### config.mk
export PLATFORM = sky130hd
export DESIGN_NAME = card_dispatch_arbiter_flat
export DESIGN_NICKNAME = d
export VERILOG_FILES = /design/src/rtl/card_dispatch_arbiter_if.sv /design/src/rtl/card_dispatch_arbiter.sv /design/src/flat_wrapper.sv
export SDC_FILE = /design/constraint.sdc
export NUM_CORES = 1
export LEC_CHECK = 0
export CORE_MARGIN = 3
export CORE_UTILIZATION = 35
export CTS_BUF_LIST = sky130_fd_sc_hd__clkbuf_8
export DETAILED_ROUTE_END_ITERATION = 6
export GPL_TIMING_DRIVEN = 0
export PLACE_DENSITY = 0.61
export SYNTH_ARGS = -nofsm -noshare
export SYNTH_HDL_FRONTEND = slang
export SYNTH_SLANG_ARGS = --single-unit
### constraint.sdc
create_clock -name i_clk -period 1.69 [get_ports i_clk]
set_input_delay 0.4225 -clock i_clk [delete_from_list [all_inputs] [get_ports i_clk]]
set_output_delay 0.4225 -clock i_clk [all_outputs]
set_load 0.1 [all_outputs]
### src/rtl/card_dispatch_arbiter_if.sv
// card_dispatch_arbiter_if: game-side, hand-side and deck-side signals of the card dispatch arbiter.
interface card_dispatch_arbiter_if #(
    parameter int CARD_W = 4
);
    logic              i_deal_start;
    logic              i_player_req;
    logic              i_dealer_req;
    logic [2:0]        i_player_count;
    logic [2:0]        i_dealer_count;
    logic              i_reveal;
    logic              o_deck_req;
    logic              i_deck_valid;
    logic [CARD_W-1:0] i_deck_card;
    logic [CARD_W-1:0] o_card;
    logic              o_player_we;
    logic              o_dealer_we;
    logic              o_player_ack;
    logic              o_dealer_ack;
    logic              o_player_nack;
    logic              o_dealer_nack;
    logic              o_hole_hidden;
    logic              o_deal_done;
    logic              o_busy;
    logic              o_error;

    modport slave (
        input  i_deal_start, i_player_req, i_dealer_req, i_player_count, i_dealer_count,
               i_reveal, i_deck_valid, i_deck_card,
        output o_deck_req, o_card, o_player_we, o_dealer_we, o_player_ack, o_dealer_ack,
               o_player_nack, o_dealer_nack, o_hole_hidden, o_deal_done, o_busy, o_error
    );

    modport master (
        output i_deal_start, i_player_req, i_dealer_req, i_player_count, i_dealer_count,
               i_reveal, i_deck_valid, i_deck_card,
        input  o_deck_req, o_card, o_player_we, o_dealer_we, o_player_ack, o_dealer_ack,
               o_player_nack, o_dealer_nack, o_hole_hidden, o_deal_done, o_busy, o_error
    );
endinterface

### src/rtl/card_dispatch_arbiter.sv
// card_dispatch_arbiter: sole owner of the deck draw port; sequences the opening deal and arbitrates hits.
module card_dispatch_arbiter #(
    parameter int CARD_W    = 4,
    parameter int MAX_CARDS = 5,
    parameter int TIMEOUT   = 16
) (
    input logic                    i_clk,
    input logic                    i_reset,
    card_dispatch_arbiter_if.slave bus
);
    localparam int CNT_W = $clog2(TIMEOUT + 1);

    typedef enum logic [1:0] {IDLE, REQ, WAIT, DELIVER} state_t;

    state_t            state_q, state_d;
    logic              deal_q, deal_d;
    logic [1:0]        idx_q, idx_d;
    logic              rr_q, rr_d;
    logic              tgt_q, tgt_d;
    logic [CNT_W-1:0]  cnt_q, cnt_d;
    logic [CARD_W-1:0] card_q, card_d;
    logic              player_we_q, player_we_d;
    logic              dealer_we_q, dealer_we_d;
    logic              player_ack_q, player_ack_d;
    logic              dealer_ack_q, dealer_ack_d;
    logic              player_nack_q, player_nack_d;
    logic              dealer_nack_q, dealer_nack_d;
    logic              hole_q, hole_d;
    logic              done_q, done_d;
    logic              error_q, error_d;

    // rr_q / tgt_q: 1 means dealer. Ties go to whoever was not granted last.
    logic grant_dealer, grant_full, dlv_dealer;
    assign grant_dealer = bus.i_dealer_req & (~bus.i_player_req | ~rr_q);
    assign grant_full   = grant_dealer ? (32'(bus.i_dealer_count) >= MAX_CARDS)
                                       : (32'(bus.i_player_count) >= MAX_CARDS);
    assign dlv_dealer   = deal_q ? idx_q[0] : tgt_q;

    always_comb begin
        state_d       = state_q;
        deal_d        = deal_q;
        idx_d         = idx_q;
        rr_d          = rr_q;
        tgt_d         = tgt_q;
        cnt_d         = cnt_q;
        card_d        = card_q;
        player_we_d   = 1'b0;
        dealer_we_d   = 1'b0;
        player_ack_d  = 1'b0;
        dealer_ack_d  = 1'b0;
        player_nack_d = 1'b0;
        dealer_nack_d = 1'b0;
        done_d        = 1'b0;
        hole_d        = hole_q & ~bus.i_reveal;
        error_d       = error_q;
        case (state_q)
            IDLE: begin
                if (bus.i_deal_start) begin
                    deal_d  = 1'b1;
                    idx_d   = 2'd0;
                    hole_d  = 1'b0;
                    state_d = REQ;
                end else if (bus.i_player_req | bus.i_dealer_req) begin
                    rr_d = grant_dealer;
                    if (grant_full) begin
                        player_nack_d = ~grant_dealer;
                        dealer_nack_d = grant_dealer;
                    end else begin
                        tgt_d   = grant_dealer;
                        state_d = REQ;
                    end
                end
            end
            REQ: begin
                cnt_d   = '0;
                state_d = WAIT;
            end
            WAIT: begin
                if (bus.i_deck_valid) begin
                    card_d       = bus.i_deck_card;
                    player_we_d  = ~dlv_dealer;
                    dealer_we_d  = dlv_dealer;
                    player_ack_d = ~deal_q & ~dlv_dealer;
                    dealer_ack_d = ~deal_q & dlv_dealer;
                    state_d      = DELIVER;
                    if (deal_q && idx_q == 2'd3) begin
                        hole_d = 1'b1;
                        done_d = 1'b1;
                    end
                end else if (cnt_q == CNT_W'(TIMEOUT - 1)) begin
                    error_d = 1'b1;
                    deal_d  = 1'b0;
                    state_d = IDLE;
                end else begin
                    cnt_d = cnt_q + 1'b1;
                end
            end
            DELIVER: begin
                if (deal_q && idx_q != 2'd3) begin
                    idx_d   = idx_q + 2'd1;
                    state_d = REQ;
                end else begin
                    deal_d  = 1'b0;
                    state_d = IDLE;
                end
            end
            default: state_d = IDLE;
        endcase
    end

    always_ff @(posedge i_clk or posedge i_reset) begin
        if (i_reset) begin
            state_q       <= IDLE;
            deal_q        <= 1'b0;
            idx_q         <= 2'd0;
            rr_q          <= 1'b1;
            tgt_q         <= 1'b0;
            cnt_q         <= '0;
            card_q        <= '0;
            player_we_q   <= 1'b0;
            dealer_we_q   <= 1'b0;
            player_ack_q  <= 1'b0;
            dealer_ack_q  <= 1'b0;
            player_nack_q <= 1'b0;
            dealer_nack_q <= 1'b0;
            hole_q        <= 1'b0;
            done_q        <= 1'b0;
            error_q       <= 1'b0;
        end else begin
            state_q       <= state_d;
            deal_q        <= deal_d;
            idx_q         <= idx_d;
            rr_q          <= rr_d;
            tgt_q         <= tgt_d;
            cnt_q         <= cnt_d;
            card_q        <= card_d;
            player_we_q   <= player_we_d;
            dealer_we_q   <= dealer_we_d;
            player_ack_q  <= player_ack_d;
            dealer_ack_q  <= dealer_ack_d;
            player_nack_q <= player_nack_d;
            dealer_nack_q <= dealer_nack_d;
            hole_q        <= hole_d;
            done_q        <= done_d;
            error_q       <= error_d;
        end
    end

    assign bus.o_deck_req    = state_q == REQ;
    assign bus.o_busy        = state_q != IDLE;
    assign bus.o_card        = card_q;
    assign bus.o_player_we   = player_we_q;
    assign bus.o_dealer_we   = dealer_we_q;
    assign bus.o_player_ack  = player_ack_q;
    assign bus.o_dealer_ack  = dealer_ack_q;
    assign bus.o_player_nack = player_nack_q;
    assign bus.o_dealer_nack = dealer_nack_q;
    assign bus.o_hole_hidden = hole_q;
    assign bus.o_deal_done   = done_q;
    assign bus.o_error       = error_q;
endmodule

### src/flat_wrapper.sv
// flat-port wrapper written by rule: the top's interface ports become plain ports
module card_dispatch_arbiter_flat 
#(
    parameter int CARD_W    = 4,
    parameter int MAX_CARDS = 5,
    parameter int TIMEOUT   = 16
)
  (i_clk, i_reset, bus_i_deal_start, bus_i_player_req, bus_i_dealer_req, bus_i_player_count, bus_i_dealer_count, bus_i_reveal, bus_i_deck_valid, bus_i_deck_card, bus_o_deck_req, bus_o_card, bus_o_player_we, bus_o_dealer_we, bus_o_player_ack, bus_o_dealer_ack, bus_o_player_nack, bus_o_dealer_nack, bus_o_hole_hidden, bus_o_deal_done, bus_o_busy, bus_o_error);
  card_dispatch_arbiter_if #(.CARD_W(CARD_W)) bus_i ();
  input logic i_clk;
  input logic i_reset;
  input wire logic [$bits(bus_i.i_deal_start)-1:0] bus_i_deal_start;
  input wire logic [$bits(bus_i.i_player_req)-1:0] bus_i_player_req;
  input wire logic [$bits(bus_i.i_dealer_req)-1:0] bus_i_dealer_req;
  input wire logic [$bits(bus_i.i_player_count)-1:0] bus_i_player_count;
  input wire logic [$bits(bus_i.i_dealer_count)-1:0] bus_i_dealer_count;
  input wire logic [$bits(bus_i.i_reveal)-1:0] bus_i_reveal;
  input wire logic [$bits(bus_i.i_deck_valid)-1:0] bus_i_deck_valid;
  input wire logic [$bits(bus_i.i_deck_card)-1:0] bus_i_deck_card;
  output wire logic [$bits(bus_i.o_deck_req)-1:0] bus_o_deck_req;
  output wire logic [$bits(bus_i.o_card)-1:0] bus_o_card;
  output wire logic [$bits(bus_i.o_player_we)-1:0] bus_o_player_we;
  output wire logic [$bits(bus_i.o_dealer_we)-1:0] bus_o_dealer_we;
  output wire logic [$bits(bus_i.o_player_ack)-1:0] bus_o_player_ack;
  output wire logic [$bits(bus_i.o_dealer_ack)-1:0] bus_o_dealer_ack;
  output wire logic [$bits(bus_i.o_player_nack)-1:0] bus_o_player_nack;
  output wire logic [$bits(bus_i.o_dealer_nack)-1:0] bus_o_dealer_nack;
  output wire logic [$bits(bus_i.o_hole_hidden)-1:0] bus_o_hole_hidden;
  output wire logic [$bits(bus_i.o_deal_done)-1:0] bus_o_deal_done;
  output wire logic [$bits(bus_i.o_busy)-1:0] bus_o_busy;
  output wire logic [$bits(bus_i.o_error)-1:0] bus_o_error;
  assign bus_i.i_deal_start = bus_i_deal_start;
  assign bus_i.i_player_req = bus_i_player_req;
  assign bus_i.i_dealer_req = bus_i_dealer_req;
  assign bus_i.i_player_count = bus_i_player_count;
  assign bus_i.i_dealer_count = bus_i_dealer_count;
  assign bus_i.i_reveal = bus_i_reveal;
  assign bus_i.i_deck_valid = bus_i_deck_valid;
  assign bus_i.i_deck_card = bus_i_deck_card;
  assign bus_o_deck_req = bus_i.o_deck_req;
  assign bus_o_card = bus_i.o_card;
  assign bus_o_player_we = bus_i.o_player_we;
  assign bus_o_dealer_we = bus_i.o_dealer_we;
  assign bus_o_player_ack = bus_i.o_player_ack;
  assign bus_o_dealer_ack = bus_i.o_dealer_ack;
  assign bus_o_player_nack = bus_i.o_player_nack;
  assign bus_o_dealer_nack = bus_i.o_dealer_nack;
  assign bus_o_hole_hidden = bus_i.o_hole_hidden;
  assign bus_o_deal_done = bus_i.o_deal_done;
  assign bus_o_busy = bus_i.o_busy;
  assign bus_o_error = bus_i.o_error;
  card_dispatch_arbiter #(.CARD_W(CARD_W), .MAX_CARDS(MAX_CARDS), .TIMEOUT(TIMEOUT)) u_core (.i_clk(i_clk), .i_reset(i_reset), .bus(bus_i));
endmodule
Word-level counts from Yosys, hierarchy flattened
Cells that the tools add are included.
{ "classes": {"muxes": 43, "reduce_logical": 15, "n_eq_ne": 15, "addsub": 2, "bitwise": 15, "magnitude_cmp": 2} }
{ "op_table": {"columns": ["op", "n"], "rows": [
  ["two-way mux 1 bit", 29],
  ["AND reduction 3 bit", 5],
  ["two-way mux 2 bit", 7],
  ["two-way mux 5 bit", 2],
  ["inequality test 2 bit, second input constant", 5],
  ["one-hot mux 5 bit (2 select lines)", 1],
  ["inverter 1 bit", 9],
  ["one-hot mux 2 bit (4 select lines)", 1],
  ["== test 2 bit, second input constant", 3],
  ["greater-or-equal comparator 3 bit, second input constant", 2],
  ["inequality test 3 x 2 -> 1 bit, second input constant", 2],
  ["nonzero test 2 bit", 3],
  ["adder 5 x 1 -> 5 bit, second input constant", 1],
  ["== test 5 x 4 -> 1 bit, second input constant", 1],
  ["AND reduction 5 bit", 1],
  ["bitwise AND 1 bit", 4],
  ["inequality test 2 x 1 -> 1 bit, second input constant", 2],
  ["one-hot mux 2 bit (2 select lines)", 1],
  ["AND reduction 4 bit", 1],
  ["inequality test 3 bit, second input constant", 1],
  ["one-hot mux 1 bit (3 select lines)", 1],
  ["nonzero test 3 bit", 1],
  ["adder 2 x 1 -> 2 bit, second input constant", 1],
  ["== test 2 x 1 -> 1 bit, second input constant", 1],
  ["other kinds (5)", 7]
]} }
{ "totals": {"word_cells": 108, "out_inout_bits": 15, "reg_bits": 25} }

Longest topological paths before layout
Gate-level depths: netlist of run 1.
{ "logic_depth": {"word_depth": 8, "mapped_depth": 6, "mapped_depth_nobuf": 6} }

Worst setup path after synthesis of run 1
Ideal clock, no wire load.
{ "synth_path": {"path_type": "reg2out", "startpoint": "register u_core.state_q[0]", "endpoint": "output bus_o_deck_req", "path_buffers": 1, "t_required_ps": 1267, "setup_slack_ps": -732, "t_arrival_ps": 1999, "path_stages_with_launch": 4, "path_cell_list": "dfrtp_1 -> buf_4 -> clkinv_1 -> nor2_1"} }
{ "synth_between": {"elab_chain_len": 1} }
{ "synth_lines": {"columns": ["element", "line_no", "source"], "rows": [
  ["start: declaration", "card_dispatch_arbiter.sv:15", "state_t state_q, state_d;"],
  ["start signal: assignment", "card_dispatch_arbiter.sv:130", "state_q <= state_d;"],
  ["== test 2 x 1 -> 1 bit", "card_dispatch_arbiter.sv:149", "assign bus.o_deck_req = state_q == REQ;"],
  ["end: declaration", "flat_wrapper.sv:20", "output wire logic [$bits(bus_i.o_deck_req)-1:0] bus_o_deck_req;"]
]} }
Every way passes these cells.

Final worst setup path of run 1
{ "layout_path": {"startpoint": "register u_core.state_q[0]", "endpoint": "output bus_o_busy"} }
{ "layout_between": {"elab_chain_len": 1} }
{ "layout_lines": {"columns": ["element", "line_no", "source"], "rows": [
  ["nonzero test 2 bit", "card_dispatch_arbiter.sv:150", "assign bus.o_busy = state_q != IDLE;"],
  ["end: declaration", "flat_wrapper.sv:30", "output wire logic [$bits(bus_i.o_busy)-1:0] bus_o_busy;"]
]} }
Every way passes these cells.

==> results of run 1 <==
==> metrics by stage <==
| step | TNS [ns] | cell area [um2] | cells | setup slack (ns) |
|---|---|---|---|---|
| CTS | -0.0404 | 1780 | 200 | -0.0305 |
| global route | -0.0224 | 1810 | 203 | -0.0163 |
| detailed placement | -4.44 | 1620 | 190 | -0.918 |
| global placement | -4.10 | 1620 | 190 | -0.875 |
| floorplan | 0 | 1250 | 115 | 0.00231 |
| finish | 0 | 1810 | 203 | 0.0520 |
==> synth_stat cells (all sizes together) (2+ instances only) <==
cell type	number
a21boi	2
mux2	4
a21oi	5
nor3	4
nand2	9
buf	3
nand4b	2
o22ai	2
inv	9
dfrtp	24
a31oi	2
a22o	2
a31o	2
a2bb2oi	2
nor2	6
nand2b	2
o21ai	4
nor2b	5
and3	4
ha	3
mux2i	2
o311ai	2
==> worst max path at each step <==
stage / from / endpoint / slack, ns
after floorplan: u_core.state_q[0] / bus_o_deck_req / 0.002
after global placement: u_core.state_q[0] / bus_o_deck_req / -0.87
after detailed placement: u_core.state_q[0] / bus_o_deck_req / -0.92
after CTS: u_core.state_q[1] / bus_o_busy / -0.03
after global routing: u_core.state_q[1] / bus_o_busy / -0.02
final: u_core.state_q[0] / bus_o_busy / 0.05
==> flip-flops by register name, indices dropped and copies added, names as in the netlist <==
register and flops:
u_core.bus.o_dealer_nack 1, u_core.idx_q 2, u_core.state_q 2, u_core.bus.o_error 1, u_core.bus.o_dealer_ack 1, u_core.deal_q 1, u_core.tgt_q 1, u_core.rr_q 1
u_core.bus.o_hole_hidden 1, u_core.bus.o_player_nack 1, u_core.bus.o_player_we 1, u_core.bus.o_card 4, u_core.cnt_q 5, u_core.bus.o_player_ack 1, u_core.bus.o_dealer_we 1, u_core.bus.o_deal_done 1
==> critical path: stages (launching register included) <==
cell and delay [ns]:
sky130_fd_sc_hd__dfrtp_1 0.40, sky130_fd_sc_hd__buf_6 0.15, sky130_fd_sc_hd__nor2_4 0.11, sky130_fd_sc_hd__clkinvlp_4 0.11, sky130_fd_sc_hd__buf_12 0.17
==> timing repair <==
action | 4_1_cts | 5_1_grt
setup buffers | 6 | 4
pin swaps | 1 | 5
endpoints found under the setup margin | 19 | 6
gates cloned | 0 | 0
gates resized for setup | 66 | 3
endpoints found under the hold margin | 0 | 0
==> routing by layer <==
metal / global-route usage / wire length, um / vias up
met5: 0 / 0 / -
met4: 0.0337 / 23 / 0
met3: 0.0274 / 125 / 4
met2: 0.249 / 1330 / 29
met1: 0.178 / 1240 / 509
li1: - / - / 506
==> power breakdown <==
group | switching, mW | internal, mW | total, mW
logic | 1.22 | 0.714 | 1.93
registers | 0.0997 | 0.762 | 0.861
clock network | 0.195 | 0.167 | 0.362
total | 1.51 | 1.64 | 3.16
==> cell type report <==
| class | instances | share of cell area |
|---|---|---|
| clock inverters | 1 | 0.00415 |
| well taps | 44 | 0.0304 |
| clock buffers | 3 | 0.0228 |
| flip-flops and latches | 25 | 0.347 |
| multi-input cells | 77 | 0.323 |
| plain buffers | 2 | 0.0125 |
| inverters | 10 | 0.0270 |
| repair buffers | 41 | 0.233 |
==> kinds of logic (layout without fill, tap and decap cells) <==
logic type | after synthesis | after routing | synth area share
DFF | 25 | 25 | 0.508
muxes | 6 | 6 | 0.0527
and+or+nand+nor | 38 | 38 | 0.183
AOI/OAI and AO/OA | 30 | 30 | 0.176
buffers and inverters | 13 | 57 | 0.0496
adders and majority gates | 3 | 3 | 0.0304
==> impl_metrics.toml, run 1 <==
[finish]
num_antenna_cells = 0
most_frequent_cells_in_the_layout = "sky130_fd_sc_hd__dfrtp_1 (24), sky130_fd_sc_hd__clkdlybuf4s50_1 (16), sky130_fd_sc_hd__clkdlybuf4s15_2 (13), sky130_fd_sc_hd__buf_4 (10), sky130_fd_sc_hd__nand2_1 (9)"
synthesis_to_layout_area_growth_pct = 46.4
seq_area_um2 = 627
utilization = 0.564
multi_input_logic_area_um2 = 584
commonest_non_fill_non_tap_cell_in_the_layout = "sky130_fd_sc_hd__dfrtp_1"
drive_gt1_frac = 0.327
fin_nets = 180
filler_instances = 306

[drt]
drc = 0
wl_per_cell_um = 13.4
route.final.wire_length_um = 2720
route.antenna.remaining_nets = 0
num_vias = 1048
via_per_inst = 5.16
detailed_router_s_first_iteration_violation_count = 45
first_pass_iters = 4

[logic_synthesis]
count_of_flip_flops_with_a_built_in_enable_after_synthesis = 0
mappedNetlistNets = 135
seq_area_frac_synth = 0.508
ys.flop_type = "sky130_fd_sc_hd__dfrtp_1"
proportion_of_synthesized_flip_flops_having_asynchronous_set_or_reset = 1.00
synth.top_cells.by_area = "sky130_fd_sc_hd__dfrtp_1 (49%), sky130_fd_sc_hd__mux2_2 (3.6%), sky130_fd_sc_hd__ha_1 (3.0%)"
syn_avg_cell_area_um2 = 10.7
yosys_register_bits = 25
number_of_warnings_printed_during_yosys_synthesis = 0
yosys.area.top_type_share = 0.486
syn-instance-count = 115
synth_cell_types = 41
synth.cell_area_um2 = 1230
yosysTopAreaCell = "sky130_fd_sc_hd__dfrtp_1"

[die]
initial_core_utilization = 0.386
die_h_um = 65.4
pin_count = 32
die_x_um = 65.4
core_area_um2 = 3200
fp.dieArea_um2 = 4280
std_cell_rows = 20

[sta]
period_minus_slack_ns = 1.64
layout_worst_path_cycle_share = 0.969
timing_hold_violations_final = 0
whs_ns = 0.504
timing.final.max_slew_violations = 0
tightest_slew_ns = 0.937
total_of_endpoints_with_negative_setup_slack_in_the_final_report = 0
clock_skew_ns = 0.00278
setup_repair_after_global_routing_missed_its_margin = "true"
slew-limit-headroom = 0.374
clock.fmax_ghz = 0.610

[job]
maxCapViolCount = 0

[clocking]
register_clock_pin_slew_on_the_reported_worst_setup_and_hold_paths_ns = 0.09
cts.sink_count = 25
ctsHoldBuffers = 0
clk_root_buffer_cell = "sky130_fd_sc_hd__clkbuf_8"
tritoncts.num_buffers = 3
worstSkewPairLatency_ns = 0.27
max-clock-path-buffers = 2
tritoncts_clock_tree = "yes"
htree_num_levels = 1

[placed_design]
routabilityCongestion = 0.758
placement.io_buffers = 31
detailedPlacementHpwl_um = 1980

[pwr]
power.density_nw_per_um2 = 1750
power.ir.vdd_worst_mv = 0.776
cell_leakage_power_nw = 0.781
total_power_mw = 3.16

[worst_setup_path]
critical_path.max_fanout = 7
worstPathRequired_ns = 1.27
reg2reg_slack_ns = 0.07
critPathLaunchType = "flop"
worst-setup-path-type = "reg -> out"
cp.arrival_ns = 1.22
worst_r2r_path_depth = 6
rr_startpoint = "u_core.cnt_q[1]"
ff_to_ff_end = "u_core.cnt_q[4]"
endpoint_kind = "output pin"

[global_route]
grt_pass1_wl_um = 4770
globalRoute.totalOverflow = 0
grt_usage = 0.142
initial_antenna_violation_count = 0
first_global_vias = 1074
grt_start_max_net_pins = 26

[worst_hold_path]
whs_endpoint = "u_core.bus.o_error"
hold_path.startpoint = "u_core.bus.o_error"
hold_path_class = "reg -> reg"
number_of_stages_on_the_worst_hold_path = 1

[status]
outcome = "completed"
No activity file was read; power rests on OpenSTA's default activity.
==> run 2: changes to the inputs <==
--- a/config.mk
+++ b/config.mk
@@ -8,8 +8,8 @@
 export CORE_MARGIN = 3
 export CORE_UTILIZATION = 35
 export CTS_BUF_LIST = sky130_fd_sc_hd__clkbuf_8
+export CTS_CLUSTER_SIZE = 14
 export DETAILED_ROUTE_END_ITERATION = 6
-export GPL_TIMING_DRIVEN = 0
 export PLACE_DENSITY = 0.61
 export SYNTH_ARGS = -nofsm -noshare
 export SYNTH_HDL_FRONTEND = slang
==> run 2 against run 1 <==
The flow now finishes with violations (setup timing). First-iteration DRC count down 53%. Register-to-register slack about the same. Clock-buffer cell count unchanged. Sequential power up 8.1%. Clock skew about the same. Sequential cell count unchanged. Total power up 7.2%. Design area up 10%. Die area unchanged. Worst hold slack worse by 0.00060 ns. Utilization up 5.7 points.
==> impl_metrics.toml, run 2 (same netlist as run 1, synthesis figures left out) <==
[die]
core_area_um2 = 3200
die_h_um = 65.4
initial_core_utilization = 0.386
die_x_um = 65.4
fp.dieArea_um2 = 4280
std_cell_rows = 20
pin_count = 32

[clocking]
tritoncts.num_buffers = 3
worstSkewPairLatency_ns = 0.27
register_clock_pin_slew_on_the_reported_worst_setup_and_hold_paths_ns = 0.08
ctsHoldBuffers = 0
cts.sink_count = 25
clk_root_buffer_cell = "sky130_fd_sc_hd__clkbuf_8"
max-clock-path-buffers = 2
htree_num_levels = 1
tritoncts_clock_tree = "yes"

[finish]
num_antenna_cells = 0
multi_input_logic_area_um2 = 596
seq_area_um2 = 629
most_frequent_cells_in_the_layout = "sky130_fd_sc_hd__dfrtp_1 (22), sky130_fd_sc_hd__buf_4 (19), sky130_fd_sc_hd__clkdlybuf4s50_1 (16), sky130_fd_sc_hd__buf_12 (16)"
synthesis_to_layout_area_growth_pct = 61.1
filler_instances = 283
commonest_non_fill_non_tap_cell_in_the_layout = "sky130_fd_sc_hd__dfrtp_1"
regMostFlops = "u_core.cnt_q"
fin_nets = 188
drive_gt1_frac = 0.371
flip_flop_count_of_the_largest_register_all_copies_and_words_added = 5
post_route_cell_area_um2 = 1990

[worst_setup_path]
cp.arrival_ns = 1.32
worstPathRequired_ns = 1.27
worst-setup-path-type = "reg -> out"
critPathLaunchType = "flop"
path_buf_inv = 3
critical_path.max_fanout = 7
crit_path_max_incr_delay_ns = 0.44
crit_path_cell_chain = "buf_12 > nor2_4 > clkinvlp_4 > buf_12"
critical_path.most_common_cell = "sky130_fd_sc_hd__buf_12"
path_delay_family = "buffers and inverters"
endpoint_kind = "output pin"
crit_path_top_delay_cell = "sky130_fd_sc_hd__dfrtp_2"

[placed_design]
routabilityCongestion = 0.799
detailedPlacementHpwl_um = 2250
placement.io_buffers = 31
dpl-instance-area_um2 = 1850
place_ws_ns = -0.0586

[global_route]
grt_pass1_wl_um = 4970
initial_antenna_violation_count = 0
first_global_vias = 1126
globalRoute.totalOverflow = 0
grt_start_max_net_pins = 26
grt_usage = 0.151

[status]
violations = "setup timing"
outcome = "complete, but fails checks"

[drt]
first_pass_iters = 4
detailed_router_s_first_iteration_violation_count = 21
wl_per_cell_um = 14.4
route.final.wire_length_um = 3040
num_vias = 1080
route.antenna.remaining_nets = 0
via_per_inst = 5.12
drc = 0

[sta]
setup_repair_after_global_routing_missed_its_margin = "true"
slew-limit-headroom = 0.734
clock_skew_ns = 0.00231
tightest_slew_ns = 0.395
timing.final.max_slew_violations = 0
timing_hold_violations_final = 0
final_critical_path_setup_slack_ns = -0.0485
layout_worst_path_cycle_share = 1.03
period_minus_slack_ns = 1.74
total_of_endpoints_with_negative_setup_slack_in_the_final_report = 1
clock.fmax_ghz = 0.575

[pwr]
cell_leakage_power_nw = 0.880
power.ir.vdd_worst_mv = 1.22
power.density_nw_per_um2 = 1700

[job]
maxCapViolCount = 0

[worst_hold_path]
hold_path_class = "in -> async"
run 2: changes by cell type in the layout (fill, tap and decap cells not counted), moves of 2 or more:
cell,delta
sky130_fd_sc_hd__buf_12,+14
sky130_fd_sc_hd__buf_4,+9
sky130_fd_sc_hd__buf_6,-2
sky130_fd_sc_hd__clkdlybuf4s15_2,-13
sky130_fd_sc_hd__dfrtp_1,-2
sky130_fd_sc_hd__dfrtp_2,+2
run 2: cell type report:
type / instances / share of cell area
clock inverter: 1 / 0.00189
clock buffer: 3 / 0.0208
timing repair buffer: 51 / 0.313
tap: 44 / 0.0277
sequential: 25 / 0.316
inverter: 10 / 0.0208
multi-input combinational: 77 / 0.299
run 2: final timing paths:
| check | start | to | slack, ns | cells after the start |
|---|---|---|---|---|
| worst max-delay path | u_core.state_q[1] | bus_o_busy | -0.05 | 4 |
| worst min-delay path | i_reset | u_core.bus.o_card[3] | 0.50 | 3 |
| worst max register to register | u_core.cnt_q[1] | u_core.cnt_q[1] | 0.06 | 6 |
| worst min register to register | u_core.tgt_q | u_core.bus.o_player_ack | 0.50 | 1 |
| max in group asynchronous | i_reset | u_core.rr_q | 0.89 | 3 |
| min in group i_clk | u_core.tgt_q | u_core.bus.o_player_ack | 0.50 | 1 |
run 2: through the flow:
step / power (mW) / cells / utilization / hold WS (ns) / TNS [ns]
detailed placement: 2.90 / 199 / 0.577 / 0.492 / -0.202
global placement: 2.85 / 199 / 0.577 / 0.484 / -0.0127
floorplan: 2.16 / 115 / - / 0.444 / 0
global route: 3.56 / 211 / 0.621 / 0.525 / -0.103
CTS: 3.27 / 203 / 0.592 / 0.505 / -0.214
finish: 3.38 / 211 / 0.621 / 0.504 / -0.0485
run 2: power by group:
part           leakage (nW)  internal [mW]  switching, mW
combinational         0.535          0.902           1.20
sequential            0.318          0.768          0.164
clock                0.0269          0.163          0.187
total                 0.880           1.83           1.55
run 2: timing repair:
action                                  4_1_cts  5_1_grt
pin swaps                                     1        5
gates resized for setup                       2        7
setup buffers                                 0        8
endpoints found under the setup margin        5        7
run 2: metal layers:
layer / share of wire / track usage
met3: 0.052 / 0.0393
met1: 0.41 / 0.174
met2: 0.53 / 0.273
met4: 0.0095 / 0.0440
met5: 0 / 0
run 2: worst register-to-register path: stages (launching register included):
cell and delay [ns]:
sky130_fd_sc_hd__dfrtp_1 0.39, sky130_fd_sc_hd__ha_2 0.19, sky130_fd_sc_hd__and3_4 0.16, sky130_fd_sc_hd__ha_4 0.16, sky130_fd_sc_hd__or3b_4 0.41, sky130_fd_sc_hd__a2bb2oi_1 0.15
sky130_fd_sc_hd__o21ai_1 0.12
==> run 3: changes to the inputs <==
--- a/config.mk
+++ b/config.mk
@@ -8,8 +8,9 @@
 export CORE_MARGIN = 3
 export CORE_UTILIZATION = 35
 export CTS_BUF_LIST = sky130_fd_sc_hd__clkbuf_8
-export CTS_CLUSTER_SIZE = 14
+export CTS_CLUSTER_SIZE = 30
 export DETAILED_ROUTE_END_ITERATION = 6
+export HOLD_SLACK_MARGIN = 0.12
 export PLACE_DENSITY = 0.61
 export SYNTH_ARGS = -nofsm -noshare
 export SYNTH_HDL_FRONTEND = slang
==> results of run 3 <==
Same layout as run 2: the final DEF is identical, and so are final timing and power.
